--- config.mk ---
export PLATFORM = sky130hd
export DESIGN_NAME = parking_controller
export DESIGN_NICKNAME = d
export VERILOG_FILES = /design/src/rtl/parking_pkg.sv /design/src/rtl/slot_finder.sv /design/src/rtl/parking_controller.sv
export SDC_FILE = /design/constraint.sdc
export NUM_CORES = 1
export LEC_CHECK = 0
export BUFFER_PORTS_ARGS = -buffer_cell sky130_fd_sc_hd__buf_2
export CAP_MARGIN = 20
export CORE_MARGIN = 5
export CORE_UTILIZATION = 46
export DETAILED_ROUTE_END_ITERATION = 6
export MAX_ROUTING_LAYER = met4
export PLACE_DENSITY = 0.79
export SYNTH_ARGS = -nofsm -noshare
export SYNTH_HDL_FRONTEND = slang
export SYNTH_SLANG_ARGS = --single-unit
--- constraint.sdc ---
create_clock -name clk -period 1.29 [get_ports clk]
set_input_delay 0.0645 -clock clk [delete_from_list [all_inputs] [get_ports clk]]
set_output_delay 0.0645 -clock clk [all_outputs]
set_load 0.05 [all_outputs]
--- src/rtl/parking_pkg.sv ---
// Shared types and constants for the parking-lot controller.
// Holds the timer state enums, parameter defaults and the timer counter width helper.
package parking_pkg;

    localparam int DEFAULT_N_SLOTS     = 4;
    localparam int DEFAULT_DOOR_TICKS  = 4;
    localparam int DEFAULT_ALARM_TICKS = 6;

    typedef enum logic {
        D_IDLE = 1'b0,
        D_OPEN = 1'b1
    } door_state_e;

    typedef enum logic {
        A_IDLE  = 1'b0,
        A_ALARM = 1'b1
    } alarm_state_e;

    // Wide enough to hold the larger of the two tick loads without wrapping.
    function automatic int ctr_width(input int a, input int b);
        return $clog2(((a > b) ? a : b) + 1);
    endfunction

endpackage

--- src/rtl/slot_finder.sv ---
// Lowest-set-bit priority encoder: returns the index of the lowest 1 in free_vec.
// idx is 0 and valid is low when free_vec is all zeros.
module slot_finder #(
    parameter  int N  = 4,
    localparam int IW = (N > 1) ? $clog2(N) : 1
) (
    input  logic [N-1:0]  free_vec,
    output logic [IW-1:0] idx,
    output logic          valid
);

    always_comb begin
        idx   = '0;
        valid = 1'b0;
        // Scanning downward lets the lowest set bit win.
        for (int i = N - 1; i >= 0; i--) begin
            if (free_vec[i]) begin
                idx   = IW'(i);
                valid = 1'b1;
            end
        end
    end

endmodule

--- src/rtl/parking_controller.sv ---
// N-slot parking controller: occupancy bitmap, lowest-free allocation on entry,
// slot release on exit, and tick-timed door light and full-lot alarm.
module parking_controller
    import parking_pkg::*;
#(
    parameter  int N_SLOTS     = DEFAULT_N_SLOTS,
    parameter  int DOOR_TICKS  = DEFAULT_DOOR_TICKS,
    parameter  int ALARM_TICKS = DEFAULT_ALARM_TICKS,
    localparam int IDX_W       = $clog2(N_SLOTS),
    localparam int CNT_W       = $clog2(N_SLOTS + 1)
) (
    input  logic               clk,
    input  logic               reset,
    input  logic               tick_en,
    input  logic               entry_sensor,
    input  logic               exit_sensor,
    input  logic [IDX_W-1:0]   exit_slot,
    output logic [N_SLOTS-1:0] parking_slots,
    output logic               door_open_light,
    output logic               full_light,
    output logic [CNT_W-1:0]   capacity,
    output logic [IDX_W-1:0]   best_place,
    output logic               best_valid,
    output logic               exit_error
);

    localparam int CTR_W = ctr_width(DOOR_TICKS, ALARM_TICKS);

    logic [N_SLOTS-1:0] parking_slots_q, parking_slots_d;
    logic               entry_sensor_q, entry_sensor_d;
    logic               exit_sensor_q, exit_sensor_d;
    logic               exit_error_q, exit_error_d;
    door_state_e        door_state_q, door_state_d;
    alarm_state_e       alarm_state_q, alarm_state_d;
    logic [CTR_W-1:0]   door_cnt_q, door_cnt_d;
    logic [CTR_W-1:0]   alarm_cnt_q, alarm_cnt_d;

    logic               entry_ev, exit_ev, exit_in_range, exit_ok;
    logic               door_start, alarm_start;
    logic [N_SLOTS-1:0] post_exit;
    logic [IDX_W-1:0]   alloc_idx;
    logic               alloc_valid;
    logic [CNT_W-1:0]   used_cnt;

    assign entry_ev      = entry_sensor && !entry_sensor_q;
    assign exit_ev       = exit_sensor && !exit_sensor_q;
    assign exit_in_range = (32'(exit_slot) < N_SLOTS);
    assign exit_ok       = exit_ev && exit_in_range && parking_slots_q[exit_slot];

    always_comb begin
        post_exit = parking_slots_q;
        if (exit_ok) begin
            post_exit[exit_slot] = 1'b0;
        end
    end

    // Allocation looks at the bitmap after a same-cycle exit has been applied.
    slot_finder #(.N(N_SLOTS)) u_alloc_finder (
        .free_vec (~post_exit),
        .idx      (alloc_idx),
        .valid    (alloc_valid)
    );

    slot_finder #(.N(N_SLOTS)) u_best_finder (
        .free_vec (~parking_slots_q),
        .idx      (best_place),
        .valid    (best_valid)
    );

    always_comb begin
        entry_sensor_d  = entry_sensor;
        exit_sensor_d   = exit_sensor;
        parking_slots_d = post_exit;
        exit_error_d    = exit_ev && !exit_ok;
        door_start      = exit_ok;
        alarm_start     = 1'b0;
        if (entry_ev) begin
            if (alloc_valid) begin
                parking_slots_d[alloc_idx] = 1'b1;
                door_start                 = 1'b1;
            end else begin
                alarm_start = 1'b1;
            end
        end
    end

    // A start always reloads the full count, even when a tick lands on the same edge.
    always_comb begin
        door_state_d = door_state_q;
        door_cnt_d   = door_cnt_q;
        if (door_start) begin
            door_state_d = D_OPEN;
            door_cnt_d   = CTR_W'(DOOR_TICKS);
        end else if (door_state_q == D_OPEN && tick_en) begin
            door_cnt_d = door_cnt_q - CTR_W'(1);
            if (door_cnt_q == CTR_W'(1)) begin
                door_state_d = D_IDLE;
            end
        end
    end

    always_comb begin
        alarm_state_d = alarm_state_q;
        alarm_cnt_d   = alarm_cnt_q;
        if (alarm_start) begin
            alarm_state_d = A_ALARM;
            alarm_cnt_d   = CTR_W'(ALARM_TICKS);
        end else if (alarm_state_q == A_ALARM && tick_en) begin
            alarm_cnt_d = alarm_cnt_q - CTR_W'(1);
            if (alarm_cnt_q == CTR_W'(1)) begin
                alarm_state_d = A_IDLE;
            end
        end
    end

    always_ff @(posedge clk) begin
        if (reset) begin
            parking_slots_q <= '0;
            entry_sensor_q  <= 1'b0;
            exit_sensor_q   <= 1'b0;
            exit_error_q    <= 1'b0;
            door_state_q    <= D_IDLE;
            door_cnt_q      <= '0;
            alarm_state_q   <= A_IDLE;
            alarm_cnt_q     <= '0;
        end else begin
            parking_slots_q <= parking_slots_d;
            entry_sensor_q  <= entry_sensor_d;
            exit_sensor_q   <= exit_sensor_d;
            exit_error_q    <= exit_error_d;
            door_state_q    <= door_state_d;
            door_cnt_q      <= door_cnt_d;
            alarm_state_q   <= alarm_state_d;
            alarm_cnt_q     <= alarm_cnt_d;
        end
    end

    always_comb begin
        used_cnt = '0;
        for (int i = 0; i < N_SLOTS; i++) begin
            used_cnt = used_cnt + CNT_W'(parking_slots_q[i]);
        end
    end

    assign capacity        = CNT_W'(N_SLOTS) - used_cnt;
    assign parking_slots   = parking_slots_q;
    assign exit_error      = exit_error_q;
    assign door_open_light = (door_state_q == D_OPEN);
    assign full_light      = (alarm_state_q == A_ALARM);

endmodule
After elaboration in Yosys (flattened, before gate mapping) --
Index checks and enable logic that the tools add are counted.
Storage, ports and cells: memories 0, bits in writable memories 0, flip-flop bits (word level) 15, bits of input ports 7, word-level logic and storage cells 85, latch bits 0, ROM bits 0
Operators by class: divide/modulo/power cells 0, $lt $le $gt $ge 4, equality and inequality tests 2, multiply operators 0, add/subtract/negate cells 6, shift-type cells 0, reduce and logical (&&, ||, !) cells 19, bitwise gates (word level) 5, muxes and demuxes 39
Operator list (number):
- 1-bit two-way mux | 21
- 2-bit two-way mux | 8
- 3-bit two-way mux | 4
- 4-bit two-way mux | 3
- 4-bit NOT | 3
- 1-bit logical AND | 8
- 2-bit nonzero test | 4
- 3-bit by 1-bit equality test with 1-bit output (second input constant) | 2
- 2-bit by 3-bit < comparator with 1-bit output (second input constant) | 2
- 3-bit by 1-bit subtractor with 3-bit output (second input constant) | 2
- 4-bit bitwise AND | 1
- 1-bit demux with 2-bit select | 2
- 2-bit by 1-bit greater-or-equal comparator with 1-bit output (second input constant) | 2
- 4-bit OR | 1
- 2-bit AND reduction | 2
- 2-bit OR reduction | 2
- 2-bit by 1-bit adder with 3-bit output | 1
- 3-bit by 1-bit adder with 3-bit output | 1
- 1-bit logical NOT | 3
- 3-bit subtractor (first input constant) | 1
- 1-bit by 1-bit adder with 2-bit output | 1
- 1-bit binary-select mux with 2-bit select | 1

Logic depth before layout (Yosys ltp) --
depth in word-level cells 19, depth in mapped cells 5, gate-level depth less buffers 5

By module --
A second synthesis with hierarchy kept.
Unflattened totals: cells, all modules 97, area, all modules 839.6 µm²
Modules (own cells, without submodules):
- parking_controller | area an instance 769.5 µm², times used 1, cells each 83
- slot_finder | area an instance 35.0 µm², times used 2, cells each 7

Least setup slack after synthesis --
Ideal clock, no wire load.
kind flip-flop to flip-flop, from reg parking_slots_q[2], in the netlist parking_slots[2], to reg alarm_state_q, in the netlist full_light, cell stages (with the launch flop) 5, arrival 1.953 ns, period minus slack after synthesis 2.029 ns, library setup time 0.076 ns, path buffers 1, path slack -0.739 ns, cells stage by stage dfxtp_1 buf_2 nand4_2 or3_1 o22ai_1
Between the ends: longest elaborated chain between the ends 13, elaborated cells on any way between the ends 16
Ends and longest elaborated chain:
- from (decl) | line parking_controller.sv:29 | logic [N_SLOTS-1:0] parking_slots_q, parking_slots_d;
- from (signal assigned) | line parking_controller.sv:127 | parking_slots_q <= parking_slots_d;
- 1-bit binary-select mux with 2-bit select | line parking_controller.sv:48 | assign exit_ok = exit_ev && exit_in_range && parking_slots_q[exit_slot];
- 1-bit two-way mux (implied by the code) | line parking_controller.sv:48
- 1-bit logical AND | line parking_controller.sv:48
- 4-bit two-way mux (*) | line parking_controller.sv:52 | if (exit_ok) begin
- 4-bit NOT (*) | line parking_controller.sv:59 | .free_vec (~post_exit),
- 1-bit two-way mux (3 in series) | line slot_finder.sv:17 | if (free_vec[i]) begin
- 1-bit two-way mux (*) | line slot_finder.sv:17
- 1-bit two-way mux (*) | line parking_controller.sv:78 | if (alloc_valid) begin
- 1-bit two-way mux (*) | line parking_controller.sv:77 | if (entry_ev) begin
- 2-bit nonzero test (no source line)
- 2-bit AND reduction (no source line)
- to (signal assigned) | line parking_controller.sv:133 | alarm_state_q <= alarm_state_d;
- to (decl) | line parking_controller.sv:34 | alarm_state_e alarm_state_q, alarm_state_d;
Mark *: on every way between the ends. The rest lies on a longest branch, timed or not. The select of a mux whose other input is x is not followed. A chain may end at the register's enable or synchronous reset.

Worst setup path after layout --
from reg parking_slots_q[2], in the netlist parking_slots[2], to out capacity[1]
Between the ends: longest elaborated chain between the ends 3
Ends and longest elaborated chain:
- 2-bit by 1-bit adder with 3-bit output | line parking_controller.sv:141 | used_cnt = used_cnt + CNT_W'(parking_slots_q[i]);
- 3-bit by 1-bit adder with 3-bit output | line parking_controller.sv:141
- 3-bit subtractor | line parking_controller.sv:145 | assign capacity = CNT_W'(N_SLOTS) - used_cnt;
- to (decl) | line parking_controller.sv:21 | output logic [CNT_W-1:0] capacity,
No other way between the ends.

==> results by group <==
Global route
  – Largest net degree at the start of global routing: 14
  – Vias in the first global route: 662
  – GRT Resource Usage Total: 0.1352
  – First-pass GRT wire length: 2801 um
  – Initial antenna violation count: 0
  – GRT Residual Overflow: 0

Synth
  – #FFs+latches synth: 15
  – FFs w/ async S/R, synth: 0
  – Largest cells by area after synthesis: dfxtp_1, ha_1, inv_1, mux2i_2, xnor2_1
  – Most numerous cell in the Yosys netlist: dfxtp_1
  – Largest area contributor in the netlist: dfxtp_1
  – Synth top cells by count: dfxtp_1, inv_1, ha_1, nand2_1, a21oi_1
  – Number of synthesized flops with an enable pin: 0
  – Synth top area share: 0.3504
  – Count of different cell masters after synthesis: 36
  – Synth Warn #: 0
  – Mean Syn Cell Area: about 9.3 um2
  – Syn Std Cell Area: 857.1 um2
  – Cells after Synth: 92
  – Syn Nets: approximately 110
  – Main flop type after synthesis: dfxtp_1
  – Sequential-to-total area share from yosys stat: 0.3504

Layout
  – Antenna diodes: 0
  – Multi-input gate area: between 500 and 600 um2
  – Seq. cell area: around 320 um2
  – Fillers: around 130
  – Nets: about 130
  – Layout Area Growth over Synthesis: 37.52%
  – Layout cells sized above 1: 0.4322

Job
  – MaxCap Viol Count: 0

Clocking
  – # hold bufs at CTS: 0
  – Clock Pin Slew Worst Setup and Hold Paths: about 0.08 ns
  – Clock root cell: clkbuf_4
  – Sink Count: 15
  – H-Tree Depth: 1
  – CTS Buffer Depth: 2
  – Num CTS Buffers: 3
  – Worst-Skew Late Latency: just under 0.3 ns
  – TritonCTS clock tree: yes

Floorplan
  – Horiz. Die Dim: about 53 um
  – Row count: 15
  – Die area: approximately 2800 um2
  – Die Y-Extent: between 50 and 60 um
  – IO Count: 20
  – Core area: 1745 um2
  – Initial Util: 0.4910

Power and ir drop
  – Peak supply drop: just under 0.7 mV
  – Internal cell power: 0.7087 mW
  – Clock share of power: 0.260
  – Power Total: approximately 1.1 mW
  – Comb power frac: 0.274
  – NetSw: between 0.3 and 0.4 mW
  – Leakage: around 0.46 nW
  – Sw frac: 0.3311
  – Seq pwr share: 0.467
  – Power density over the cells: ~900 nW/um2

Timing
  – Clk_skew: 0.01022 ns
  – Tmin final: 1.838 ns
  – Final Hold Vio Count: 0
  – Max Freq: 544.1 MHz
  – Slew margin rel.: 0.8306
  – Unrepaired setup endpoints after global routing: true
  – Final worst-path cycle share: 1.425
  – Setup ws final: -0.5479 ns
  – Slew @ Worst Pin: 0.2533 ns
  – Worst hold slack: 0.02750 ns
  – Slew Viols, Final: 0
  – Final Setup Violations: 4

Worst setup path
  – Crit end category: output port
  – Critical Path Start Type: flip-flop
  – Flop2flop setup slack: about 0.020 ns
  – Critical Path, Cell by Cell: fa_1 > inv_2 > ha_4 > ha_4 > buf_8
  – Slowest CP cell: fa_1
  – Crit-path max cell delay: roughly 0.54 ns
  – Critical Setup Path Class: flip-flop to output port
  – Critical path data required time: 1.23 ns
  – Crit Path Max Fanout: 2
  – Most used cell, CP: ha_4
  – Critical path arrival: 1.77 ns

Drt
  – Detailed Routing Iterations Pass 1: 4
  – Initial DRC count: 11
  – Routed WL: ~1800 um
  – Wire length per cell: between 10 and 15 um
  – Post-route ant nets: 0
  – Residual DRC count: 0
  – Vias: 757
  – DR vias/cell: 5.294

Hold path
  – Worst hold path type: input pin to flip-flop

Placement
  – Routability Congestion: 0.7457
  – Port bufs: 19
  – Placement Setup Slack: -0.3480 ns
  – Post-DP HPWL: 1303 um

Status
  – Failing checks: negative setup slack
  – Status: complete, but fails checks
==> stage by stage <==
stage | instances | setup TNS [ns] | cell area, um2 | util
after detailed placement | 136 | -0.8969 | 1062 | 0.6086
after CTS | 140 | -1.444 | 1137 | 0.6516
after global routing | 143 | -1.758 | 1179 | 0.6753
after floorplan | 92 | -1.300 | 937.1 | -
final | 143 | -1.405 | 1179 | 0.6753
after global placement | 136 | -0.8443 | 1062 | 0.6086
==> placed cells by master (no fill, tap or decap), types with 3 or more instances in the layout <==
cell type  count
a211oi_1       3
dfxtp_4        4
a21oi_1        3
buf_4          5
ha_1           4
xnor2_1        3
inv_1          8
buf_2         13
nand2_1        6
clkbuf_4       4
nor2b_1        3
dfxtp_1        9
buf_6          4
o21ai_0        4
==> logic make-up after synthesis <==
family | Yosys count | synth area share
fa+ha+maj | 7 | 0.1109
mux | 4 | 0.05694
xor+xnor | 4 | 0.04088
buf+inv | 14 | 0.07299
simple gates | 25 | 0.1752
compound gates | 23 | 0.1927
flops | 15 | 0.3504
==> final timing paths <==
kind,from,endpoint,cells past startpoint
setup / recovery,parking_slots[2],capacity[1],5
setup reg to reg,parking_slots[2],alarm_cnt_q[0],4
hold / removal,entry_sensor,entry_sensor_q,2
hold reg to reg,exit_sensor_q,exit_error,2
==> power groups by stage <==
stage,clock (mW),combinational (mW),sequential (mW)
after CTS,0.277,0.281,0.494
after global placement,0,0.238,0.503
after floorplan,0,0.183,0.536
after global routing,0.294,0.308,0.497
after detailed placement,0,0.243,0.504
final,0.275,0.290,0.495
==> critical path, delay by kind of cell (launching register included) <==
kind                       cells  cell delay [ns]
buffers and inverters          2             0.18
DFF                            1             0.35
adders and majority gates      3             0.95
==> layer usage <==
layer	wire, um	up-vias	GRT usage
met5	0	-	-
met4	32	0	0.05106
met2	872	17	0.2335
met1	805	351	0.1578
met3	75	5	0.01972
li1	-	384	-
==> final cells by class <==
type                            instances  share of cell area
Multi-Input combinational cell         64              0.4915
Sequential cell                        15              0.2696
Timing Repair Buffer                   25              0.1571
Inverter                               10             0.03185
Tap cell                               25             0.02654
Clock buffer                            3             0.01911
Clock inverter                          1            0.004246
==> registers in the layout, summed over array words and instances, names as in the netlist <==
signal	cells
parking_slots	4
alarm_cnt_q	3
door_cnt_q	3
door_open_light	1
entry_sensor_q	1
exit_error	1
exit_sensor_q	1
full_light	1
==> repair_timing <==
item                                    4_1_cts  5_1_grt
gates resized for setup                      15        4
cloned                                        0        1
pin swaps                                     2        0
buffers inserted                              0        2
endpoints found under the setup margin       10       11
Power figures use the tool's default switching activity.
